`src/rtl/delay_line_pkg.sv`:
```
// Shared types and constants for the delay-line sequencer and its multiply-accumulate stage.
package delay_line_pkg;

    typedef enum logic [2:0] {
        CLEAR,
        IDLE,
        READ,
        MIX,
        OUT
    } state_t;

    localparam int GAIN_FRAC = 8;
    localparam int DEF_ADR_W = 13;
    localparam int DEF_DAT_W = 8;

    function automatic int sample_max(input int w);
        return (1 << (w - 1)) - 1;
    endfunction

    function automatic int sample_min(input int w);
        return -(1 << (w - 1));
    endfunction

    localparam int SAMPLE_MAX = sample_max(DEF_DAT_W);
    localparam int SAMPLE_MIN = sample_min(DEF_DAT_W);

endpackage

```
`src/rtl/delay_line_ctrl_sat_mac.sv`:
```
// y = x + ((d * g) >>> GAIN_FRAC), narrowed to DAT_W bits.
// DELAY_LINE_SAT_EN selects saturation; otherwise the sum wraps.
module sat_mac
    import delay_line_pkg::*;
#(
    parameter int DAT_W = DEF_DAT_W
) (
    input  logic signed [DAT_W-1:0] x,
    input  logic signed [DAT_W-1:0] d,
    input  logic        [7:0]       g,
    output logic signed [DAT_W-1:0] y
);

`ifdef DELAY_LINE_SAT_EN
    localparam logic signed [DAT_W-1:0] MAX_V = DAT_W'(sample_max(DAT_W));
    localparam logic signed [DAT_W-1:0] MIN_V = DAT_W'(sample_min(DAT_W));
`endif

    logic signed [DAT_W+8:0] prod;
    logic signed [DAT_W:0]   sum;

    // The gain is zero-extended so a full-scale 255 stays positive in the signed product.
    always_comb begin
        prod = d * $signed({1'b0, g});
        sum  = {x[DAT_W-1], x} + (DAT_W+1)'(prod >>> GAIN_FRAC);
`ifdef DELAY_LINE_SAT_EN
        if (sum[DAT_W] != sum[DAT_W-1]) begin
            y = sum[DAT_W] ? MIN_V : MAX_V;
        end else begin
            y = sum[DAT_W-1:0];
        end
`else
        y = DAT_W'(sum);
`endif
    end

endmodule

```
`src/rtl/delay_line_ctrl.sv`:
```
// Echo/delay sequencer driving both ports of the sample RAM.
// Build with DELAY_LINE_SAT_EN to saturate the feedback and mix sums instead of wrapping.
module delay_line_ctrl
    import delay_line_pkg::*;
#(
    parameter int ADR_W = DEF_ADR_W,
    parameter int DAT_W = DEF_DAT_W
) (
    input  logic                    clk,
    input  logic                    rst_n,
    input  logic                    in_valid,
    output logic                    in_ready,
    input  logic signed [DAT_W-1:0] in_data,
    output logic                    out_valid,
    input  logic                    out_ready,
    output logic signed [DAT_W-1:0] out_data,
    input  logic        [ADR_W-1:0] delay,
    input  logic        [7:0]       fb_gain,
    input  logic        [7:0]       mix_gain,
    output logic                    busy,
    output logic                    ram_en_a,
    output logic                    ram_we_a,
    output logic        [ADR_W-1:0] ram_adr_a,
    output logic signed [DAT_W-1:0] ram_dat_a,
    output logic                    ram_en_b,
    output logic        [ADR_W-1:0] ram_adr_b,
    input  logic signed [DAT_W-1:0] ram_dat_b
);

    state_t                  state;
    logic        [ADR_W-1:0] clr_ptr;
    logic        [ADR_W-1:0] wr_ptr;
    logic        [ADR_W-1:0] delay_q;
    logic signed [DAT_W-1:0] in_q;
    logic        [7:0]       fb_q;
    logic        [7:0]       mix_q;
    logic signed [DAT_W-1:0] d;
    logic signed [DAT_W-1:0] fb_res;
    logic signed [DAT_W-1:0] mix_res;

    // A zero delay would read back the slot about to be overwritten, so force a dry path.
    assign d = (delay_q == '0) ? '0 : ram_dat_b;

    sat_mac #(.DAT_W(DAT_W)) u_fb (
        .x (in_q),
        .d (d),
        .g (fb_q),
        .y (fb_res)
    );

    sat_mac #(.DAT_W(DAT_W)) u_mix (
        .x (in_q),
        .d (d),
        .g (mix_q),
        .y (mix_res)
    );

    // RAM ports are decoded from state so the MIX write can use the read data of the same cycle.
    always_comb begin
        ram_en_a  = 1'b0;
        ram_we_a  = 1'b0;
        ram_adr_a = '0;
        ram_dat_a = '0;
        ram_en_b  = 1'b0;
        ram_adr_b = '0;
        if (rst_n) begin
            case (state)
                CLEAR: begin
                    ram_en_a  = 1'b1;
                    ram_we_a  = 1'b1;
                    ram_adr_a = clr_ptr;
                end
                READ: begin
                    ram_en_b  = 1'b1;
                    ram_adr_b = wr_ptr - delay_q;
                end
                MIX: begin
                    ram_en_a  = 1'b1;
                    ram_we_a  = 1'b1;
                    ram_adr_a = wr_ptr;
                    ram_dat_a = fb_res;
                end
                default: begin
                end
            endcase
        end
    end

    always_ff @(posedge clk) begin
        if (!rst_n) begin
            state     <= CLEAR;
            clr_ptr   <= '0;
            wr_ptr    <= '0;
            delay_q   <= '0;
            in_q      <= '0;
            fb_q      <= '0;
            mix_q     <= '0;
            out_valid <= 1'b0;
            out_data  <= '0;
            in_ready  <= 1'b0;
            busy      <= 1'b1;
        end else begin
            case (state)
                CLEAR: begin
                    clr_ptr <= clr_ptr + ADR_W'(1);
                    if (clr_ptr == '1) begin
                        state    <= IDLE;
                        busy     <= 1'b0;
                        in_ready <= 1'b1;
                    end
                end
                IDLE: begin
                    if (in_valid) begin
                        in_q     <= in_data;
                        delay_q  <= delay;
                        fb_q     <= fb_gain;
                        mix_q    <= mix_gain;
                        in_ready <= 1'b0;
                        state    <= READ;
                    end
                end
                READ: begin
                    state <= MIX;
                end
                MIX: begin
                    out_data  <= mix_res;
                    out_valid <= 1'b1;
                    wr_ptr    <= wr_ptr + ADR_W'(1);
                    state     <= OUT;
                end
                OUT: begin
                    if (out_ready) begin
                        out_valid <= 1'b0;
                        in_ready  <= 1'b1;
                        state     <= IDLE;
                    end
                end
                default: begin
                    state    <= CLEAR;
                    clr_ptr  <= '0;
                    busy     <= 1'b1;
                    in_ready <= 1'b0;
                end
            endcase
        end
    end

endmodule

```
`config.mk`:
```
export PLATFORM = sky130hd
export DESIGN_NAME = delay_line_ctrl
export DESIGN_NICKNAME = d
export VERILOG_FILES = /design/src/rtl/delay_line_pkg.sv /design/src/rtl/delay_line_ctrl_sat_mac.sv /design/src/rtl/delay_line_ctrl.sv
export SDC_FILE = /design/constraint.sdc
export NUM_CORES = 1
export LEC_CHECK = 0
export CELL_PAD_IN_SITES_DETAIL_PLACEMENT = 0
export CELL_PAD_IN_SITES_GLOBAL_PLACEMENT = 2
export CORE_ASPECT_RATIO = 1.25
export CORE_MARGIN = 1
export CORE_UTILIZATION = 35
export DETAILED_ROUTE_END_ITERATION = 12
export PLACE_DENSITY = 0.78
export SETUP_SLACK_MARGIN = 0.1
export SYNTH_ARGS = -nofsm -noshare
export SYNTH_HDL_FRONTEND = slang
export SYNTH_SLANG_ARGS = --single-unit
```
`constraint.sdc`:
```
create_clock -name clk -period 10.8 [get_ports clk]
set_input_delay 1.08 -clock clk [delete_from_list [all_inputs] [get_ports clk]]
set_output_delay 1.08 -clock clk [all_outputs]
set_load 0.02 [all_outputs]
```
======== After elaboration in Yosys (flattened, before gate mapping) ========
Cells that the tools add are included.
W data, S select, Z words.
operators by class
  add/subtract/negate cells ............... 5
  reduce and logical (&&, ||, !) cells .... 11
  equal/unequal tests ..................... 8
  multipliers ............................. 2
  bitwise logic cells ..................... 2
  mux-type cells .......................... 24
operators by type and width
  operator                 number
  $pmux W13 S2             2
  $mux W13                 3
  $mul A8 B9 Y16           2
  $add A13 B1 Y13 const B  2
  $mux W8                  3
  $add A8 B8 Y8            2
  $pmux W3 S5              1
  $eq A13 B13 Y1 const B   1
  $logic_not A13 Y1        1
  $sub A13 B13 Y13         1
  $mux W1                  9
  $mux W3                  3
  $eq A3 B2 Y1 const B     2
  $ne A2 B2 Y1 const B     3
  $reduce_and A2 Y1        3
  $pmux W1 S2              2
  $pmux W1 S4              1
  $reduce_and A4 Y1        1
  $reduce_or A2 Y1         2
  $reduce_or A4 Y1         1
  $eq A3 B1 Y1 const B     1
  $eq A3 B3 Y1 const B     1
  $logic_not A3 Y1         1
  $reduce_and A3 Y1        1
  2 further kinds          3
word-level totals
  logic and storage cells ................. 63
  bits in registers ....................... 77

======== Logic depth before layout (Yosys ltp) ========
Gate-level depths: netlist of run 1.
  word-level depth ........................ 6
  gate-level depth with buffers ........... 29
  mapped depth without buffers ............ 27

======== Modules after synthesis ========
Synthesis of run 1 repeated with hierarchy kept, for this count alone.
unflattened totals
  cells, all modules ...................... 1015
  area, all modules ....................... 8466.9 µm²
modules (own cells, without submodules)
  module            cells each  area an instance (µm²)  instances
  delay_line_ctrl   523         4107.7                  1
  sat_mac at u_fb   248         2182.1                  1
  sat_mac at u_mix  244         2177.1                  1

======== Worst setup path after synthesis of run 1 ========
Ideal clock, no wire load.
  path kind ............................... input-to-output
  start ................................... input port ram_dat_b[7]
  end ..................................... output port ram_dat_a[7]
  arrival time ............................ 6.120 ns
  path slack .............................. 3.600 ns
  cell stages on the path ................. 24
  path buffers ............................ 1
  path through ............................ nand2_4 -> clkbuf_1 -> inv_1 -> fa_1 -> inv_1 -> fa_1 -> inv_1 -> fa_1 -> fa_1 -> ha_1 -> o21a_1 -> a21oi_1 -> nor2b_1 -> nor2_1 -> xnor2_1 -> ha_1 -> a21o_1 -> a21oi_1 -> nor2b_1 -> o21a_1 -> o41ai_1 -> xnor2_1 -> xnor2_1 -> nor2_1
between the ends
  longest elaborated chain between the ends .. 5
ends and longest elaborated chain
  item                RTL line                       text
  start: declaration  delay_line_ctrl.sv:27          input logic signed [DAT_W-1:0] ram_dat_b
  $mux W8             delay_line_ctrl.sv:42          assign d = (delay_q == '0) ? '0 : ram_dat_b;
  $mul A8 B9 Y16      delay_line_ctrl_sat_mac.sv:24  prod = d * $signed({1'b0, g});
  $add A8 B8 Y8       delay_line_ctrl_sat_mac.sv:25  sum = {x[DAT_W-1], x} + (DAT_W+1)'(prod >>> GAIN_FRAC);
  $mux W8             delay_line_ctrl.sv:67          case (state)
  $mux W8             delay_line_ctrl.sv:66          if (rst_n) begin
  end: declaration    delay_line_ctrl.sv:24          output logic signed [DAT_W-1:0] ram_dat_a,
Every way passes these cells.

======== Final worst setup path of run 1 ========
  start ................................... register delay_q[3]
  end ..................................... output port ram_dat_a[7]
between the ends
  longest elaborated chain between the ends .. 6
ends and longest elaborated chain
  item                      RTL line                       text
  start: declaration        delay_line_ctrl.sv:33          logic [ADR_W-1:0] delay_q;
  start signal: assignment  delay_line_ctrl.sv:115         delay_q <= delay;
  $logic_not A13 Y1         delay_line_ctrl.sv:42
  $mux W8                   delay_line_ctrl.sv:42
  $mul A8 B9 Y16            delay_line_ctrl_sat_mac.sv:24
  $add A8 B8 Y8             delay_line_ctrl_sat_mac.sv:25
  $mux W8                   delay_line_ctrl.sv:67
  $mux W8                   delay_line_ctrl.sv:66
Every way passes these cells.

==> summary.txt, run 1 <==
Die
  – IO Count: between 90 and 100
  – Effective utilization at floorplan: 0.360
  – Die width: 140 um
  – # rows: slightly above 60
  – Full die area: 0.0244 mm2
  – CORE AREA: 0.0231 mm2
  – Die Y: 174 um

Global route
  – Grt total ovfl: 0
  – GRT Util Overall: 0.193
  – Initial antenna violation count: 0
  – First-pass GRT wire length: approximately 36 mm
  – Largest net degree at the start of global routing: 71
  – Vias in the first global route: 7,016

Route
  – Final wirelength: 22.3 mm
  – Wirelength per Cell: 16.5 um
  – Vias per inst: approximately 5.0
  – DRC errors left: 0
  – Initial DRC count: 191
  – DR vias: approximately 6,700
  – DRT Pass-1 Iters: 4
  – Antenna Nets Post-Route: 0

Timing
  – Final Slew Violations: 0
  – Fmax achieved: 110 MHz
  – Slew margin rel.: 0.341
  – Setup Skew: 0.0103 ns
  – RSZ-0062 raised after global routing: false
  – Fin. Hold Viols: 0
  – Worst slew pin tran: 0.986 ns
  – Tcrit/Tclk final: 0.842
  – Final WS setup: 1.70 ns
  – Final Critical Period: 9.10 ns
  – Final setup TNS: 0 ns
  – Setup-failing EPs final: 0

CTS
  – PostCTS Resize Cnt: 0
  – H-tree Lvls: 3
  – Post-CTS Setup Bufs: 0
  – CTS tree: yes
  – Skew-Pair Late Insertion Delay: 0.36 ns
  – CTS Buf Count: 9
  – Reg clk slew, reported paths: around 0.08 ns
  – Clock buffer depth: 2
  – Cts hold-fix bufs: 0
  – CTS Sinks: a little under 80
  – Root Buffer: clkbuf_16

Setup path
  – Crit. End Element: primary output
  – Critical Path AT: 8.02 ns
  – Crit path max fanout: 45
  – Crit start category: register
  – Path type of the worst setup path: reg -> out
  – CP Data Required Time: about 9.7 ns

Flow run
  – Max-cap viol count: 0

Yosys
  – Distinct cells, synth: 61
  – Synth Flop Type: dfxtp_1
  – Post-Syn Instances: 993
  – Syn Nets: 1,219
  – Share of the synthesized area in the top cell type: 0.185
  – Post-synth top cells: nand2_1 (143), inv_1 (115), ha_1 (104), and3_1 (85), dfxtp_1 (77)
  – Register bit count reported by yosys: 77
  – Mean Syn Cell Area: 8.37 um2
  – Synth area leaders: dfxtp_1 (19%), fa_1 (18%), ha_1 (16%), nand2_1 (6.5%), and3_1 (6.4%)
  – Count leader, synth: nand2_1
  – Post-Syn Area: 0.00832 mm2
  – Sequential area share after synthesis: 0.185
  – Synth warn: 0
  – Ys async rst share: 0
  – Post-synth top area cell: dfxtp_1
  – EDFF count, synth: 0

Power
  – Internal power component: about 0.00047 W
  – Clock share of power: 0.503
  – Seq pwr share: 0.440
  – Power Dens Cells: 66.2 mW/mm2
  – Tot Pwr: 0.000649 W
  – Switching share of power: 0.270
  – Peak supply drop: 0.0000666 V
  – Psw: ~0.00018 W
  – Comb power frac: 0.057
  – Leakage: between 4 and 5 nW

Layout
  – Nets: 1,285
  – Layout filler cell count: about 2,400
  – Multi-input logic area: 0.00617 mm2
  – Area growth syn-to-layout: 17.8%
  – Antenna Cells: 0
  – Fin cells: 1,352
  – Sequential cell area: 0.00154 mm2
  – Final core utilization: 0.424
  – Share of layout cells above drive strength 1: 0.0395

Placement
  – Final GP Congestion: between 0.8 and 0.9
  – Placed Cells: approximately 1,300
  – IO Port Bufs: 96
  – Dpl hpwl: approximately 17 mm
  – Setup WS pre-CTS: 2.02 ns

Run status
  – Outcome: finished, final reports clean

Min path
  – Worst Hold Class: reg -> reg
-- layout make-up --
class	count	area share
repair buffers	99	0.0999
clock inverters	7	0.00881
inverters	115	0.0441
flip-flops and latches	77	0.157
well taps	288	0.0368
clock buffers	9	0.0230
multi-input cells	757	0.630
-- cell families (layout without fill, tap and decap cells) --
family,after synthesis,after routing,share of synthesized area
adders and majority gates,177,177,0.332
buffers and inverters,159,230,0.0733
DFF,77,77,0.185
AOI/OAI and AO/OA,144,144,0.119
xor gates and xnor gates,62,62,0.0662
and+or+nand+nor,374,374,0.224
-- worst max-delay path: stages, from the launching register on --
cell and delay, ns:
dfxtp_1 0.33, nor3_1 0.39, nand4_2 0.83, nand2_4 0.56, or2_2 0.20, fa_1 0.43, fa_1 0.58, inv_1 0.07
fa_1 0.51, fa_1 0.49, ha_1 0.30, o21a_1 0.10, a21oi_1 0.32, a21oi_1 0.21, a21o_1 0.24, xor2_1 0.14
ha_1 0.29, nor2b_1 0.15, o21a_1 0.18, o41ai_1 0.35, xnor2_1 0.15, xnor2_1 0.14, nor2_1 0.09, clkdlybuf4s50_1 0.62
-- metal layers --
layer  vias to the layer above  GRT usage  share of wire
li1                       3395          -              -
met3                        19     0.0339          0.034
met1                      3205      0.222           0.42
met5                         -          0              0
met2                        97      0.360           0.53
met4                         0     0.0527          0.017
-- power groups by stage --
| stage | clock [W] | sequential (W) | combinational, W |
|---|---|---|---|
| 2_1_floorplan | 0 | 0.000292 | 0.0000126 |
| 3_3_place_gp | 0 | 0.000292 | 0.0000369 |
| 3_5_place_dp | 0 | 0.000292 | 0.0000372 |
| 4_1_cts | 0.000335 | 0.000286 | 0.0000373 |
| 5_1_grt | 0.000346 | 0.000286 | 0.0000395 |
| 6_report | 0.000326 | 0.000286 | 0.0000368 |
-- cell usage in the layout (no fill, tap or decap), types with 4 or more instances in the layout --
| master | instances |
|---|---|
| a21boi_0 | 45 |
| a21o_1 | 11 |
| a21oi_1 | 27 |
| a22o_1 | 12 |
| and2_1 | 20 |
| and3_1 | 85 |
| clkbuf_16 | 9 |
| clkdlybuf4s50_1 | 95 |
| dfxtp_1 | 77 |
| fa_1 | 73 |
| ha_1 | 104 |
| inv_1 | 115 |
| inv_8 | 4 |
| nand2_1 | 143 |
| nand3_1 | 7 |
| nand4_1 | 4 |
| nor2_1 | 61 |
| nor2b_1 | 12 |
| nor3_1 | 6 |
| o21a_1 | 5 |
| o21ai_0 | 20 |
| or2_2 | 9 |
| or3_1 | 5 |
| xnor2_1 | 38 |
| xor2_1 | 23 |
-- state kept, by name, summed over array words and instances, names as in the netlist --
name       cells
wr_ptr        13
mix_q          8
fb_q           8
out_data       8
busy           1
out_valid      1
delay_q       13
in_ready       1
state          3
in_q           8
clr_ptr       13
-- stage by stage --
stage | hold WS, ns | cell area (um2)
floorplan | 0.456 | 8320
global placement | 0.435 | 9480
detailed placement | 0.441 | 9480
CTS | 0.460 | 9800
global route | 0.475 | 9800
finish | 0.458 | 9800
-- final timing paths --
kind                                 start           end  slack, ns  cells after the start
worst max register to register  delay_q[3]   out_data[7]       3.19                     27
worst min register to register        busy          busy       0.46                      1
worst min-delay path                  busy          busy       0.46                      1
worst max-delay path            delay_q[3]  ram_dat_a[7]       1.70                     23
No activity file was read; power rests on OpenSTA's default activity.
==> inputs of run 2 (changes only) <==
Clock period 10.8 ns to 9.2 ns, I/O delays scaled along.
==> run 2 against run 1 <==
Against the previous run:
- via count barely moved
- sequential share of layout area about the same
- final cell count is 0.30% higher
- first-iteration DRC count is 26% higher
- hold slack got worse by 0.0037 ns
- worst setup slack lost 0.90 ns
- final area rose by 0.28%
- critical path depth is 1 higher
- die area unchanged
- clock skew hardly changed
- utilization is 0.12 points higher
- critical path type unchanged
==> summary.txt, run 2 (synthesis results as in run 1) <==
Die
  – CORE AREA: 0.0231 mm2
  – # rows: 62
  – Die width: 140 um
  – IO Count: slightly below 100
  – Full die area: around 0.024 mm2
  – Effective utilization at floorplan: 0.360
  – Die Y: 174 um

Timing
  – Tcrit/Tclk final: 0.913
  – Final WS setup: 0.804 ns
  – Final Critical Period: 8.40 ns
  – Setup-failing EPs final: 0
  – Final setup TNS: 0 ns
  – Fin. Hold Viols: 0
  – Final Slew Violations: 0
  – Slew margin rel.: 0.277
  – Setup Skew: 0.0102 ns
  – RSZ-0062 raised after global routing: false
  – Fmax achieved: roughly 120 MHz
  – Worst slew pin tran: 1.08 ns

CTS
  – PostCTS Resize Cnt: 0
  – CTS Buf Count: 9
  – H-tree Lvls: 3
  – CTS tree: yes
  – Post-CTS Setup Bufs: 0
  – Root Buffer: clkbuf_16
  – Skew-Pair Late Insertion Delay: 0.36 ns
  – Cts hold-fix bufs: 0
  – Clock buffer depth: 2
  – CTS Sinks: 77
  – Reg clk slew, reported paths: 0.08 ns

Setup path
  – Crit start category: register
  – Reg2reg setup slack: 2.21 ns
  – CP delay by family, top: adder cells
  – CP Data Required Time: just over 8 ns
  – Worst path max stage delay: 0.62 ns
  – Most used cell, CP: fa_1
  – R2R cell count: 27
  – Critical Path AT: ~7.5 ns
  – End of the worst register-to-register path: out_data[7]
  – Crit path max fanout: 80
  – Critical R2R Launch: delay_q[12]
  – CP max-delay cell: clkdlybuf4s50_1
  – Crit path cell chain: nor2_1 -> nand4_2 -> buf_4 -> nand2_4 -> or2_2 -> fa_1 -> fa_1 -> inv_1 -> fa_1 -> fa_1 -> ha_1 -> o21a_1 -> a21oi_1 -> a21oi_1 -> a21o_1 -> xor2_1 -> ha_1 -> nor2b_1 -> o21a_1 -> o41ai_1 -> xnor2_1 -> xnor2_1 -> nor2_1 -> clkdlybuf4s50_1
  – CP bufs+invs: 3
  – Path type of the worst setup path: reg -> out
  – Crit. End Element: primary output

Global route
  – First-pass GRT wire length: 36.0 mm
  – Largest net degree at the start of global routing: slightly above 80
  – Grt total ovfl: 0
  – Initial antenna violation count: 0
  – GRT Util Overall: 0.189
  – Vias in the first global route: 6,969

Min path
  – Worst Hold Class: reg -> reg
  – Hold EP: busy
  – Worst Hold Launch: busy
  – Hold Path Stages: 1

Route
  – Initial DRC count: 241
  – DRT Pass-1 Iters: 4
  – Antenna Nets Post-Route: 0
  – DRC errors left: 0
  – Final wirelength: 22.1 mm
  – Vias per inst: 4.95
  – Wirelength per Cell: 16.3 um
  – DR vias: roughly 6,700

Layout
  – Final core utilization: 0.425
  – Area growth syn-to-layout: 18.1%
  – Most frequent cells in the layout: nand2_1 (143), inv_1 (115), ha_1 (104)
  – Top Registers: clr_ptr: 13 flops, delay_q: 13 flops, wr_ptr: 13 flops
  – Nets: 1,289
  – Share of layout cells above drive strength 1: 0.0431
  – Most common cell after layout, fill and taps aside: nand2_1
  – Antenna Cells: 0
  – Post-route cell area: 0.00982 mm2

Flow run
  – Max-cap viol count: 0

Run status
  – Outcome: finished, final reports clean

Placement
  – Setup WS pre-CTS: 0.976 ns
  – Dpl hpwl: 17.0 mm
  – Placed Area: 0.00951 mm2
  – IO Port Bufs: 96
  – Final GP Congestion: 0.804

Power
  – Power Dens Cells: 77.3 mW/mm2
  – Leakage: 4.75 nW
  – Peak supply drop: 0.0000870 V
==> run 2: cell count changes in the layout (fill, tap and decap cells not counted) <==
| cell | before | now |
|---|---|---|
| inv_8 | 4 | 3 |
| inv_6 | 1 | 2 |
| buf_4 | 3 | 7 |
==> run 2: layout make-up <==
class | instances | area [um2]
Clock buffer | 9 | 225
Multi-Input combinational cell | 757 | 6170
Inverter | 115 | 432
Fill cell | 2376 | 13300
Sequential cell | 77 | 1540
Clock inverter | 7 | 83.8
Tap cell | 288 | 360
Timing Repair Buffer | 103 | 1010
==> run 2: stage by stage <==
| stage | power (W) | std cells | hold slack (ns) |
|---|---|---|---|
| 6_report | 0.000759 | 1356 | 0.454 |
| 5_1_grt | 0.000786 | 1356 | 0.499 |
| 4_1_cts | 0.000771 | 1356 | 0.459 |
| 3_5_place_dp | 0.000389 | 1340 | 0.440 |
| 3_3_place_gp | 0.000389 | 1340 | 0.435 |
| 2_1_floorplan | 0.000358 | 993 | 0.456 |
==> run 2: how the worst max path moves through the flow <==
stage                       from            to  depth (start not counted)
floorplan             delay_q[0]  ram_dat_a[7]                         26
CTS                  delay_q[12]  ram_dat_a[7]                         24
detailed placement  ram_dat_b[2]  ram_dat_a[7]                         22
global placement    ram_dat_b[7]  ram_dat_a[7]                         24
finish               delay_q[12]  ram_dat_a[7]                         24
global route         delay_q[12]  ram_dat_a[7]                         26
==> run 2: routing by layer <==
metal / vias up / global-route usage / share of wire
li1: 3392 / - / -
met1: 3215 / 0.221 / 0.42
met2: 94 / 0.357 / 0.53
met3: 17 / 0.0284 / 0.032
met4: 0 / 0.0444 / 0.012
met5: - / 0 / 0
==> run 2: power breakdown <==
part,internal [W],switching [W]
logic,0.0000265,0.0000184
clock network,0.000196,0.000183
registers,0.000334,0.00000145
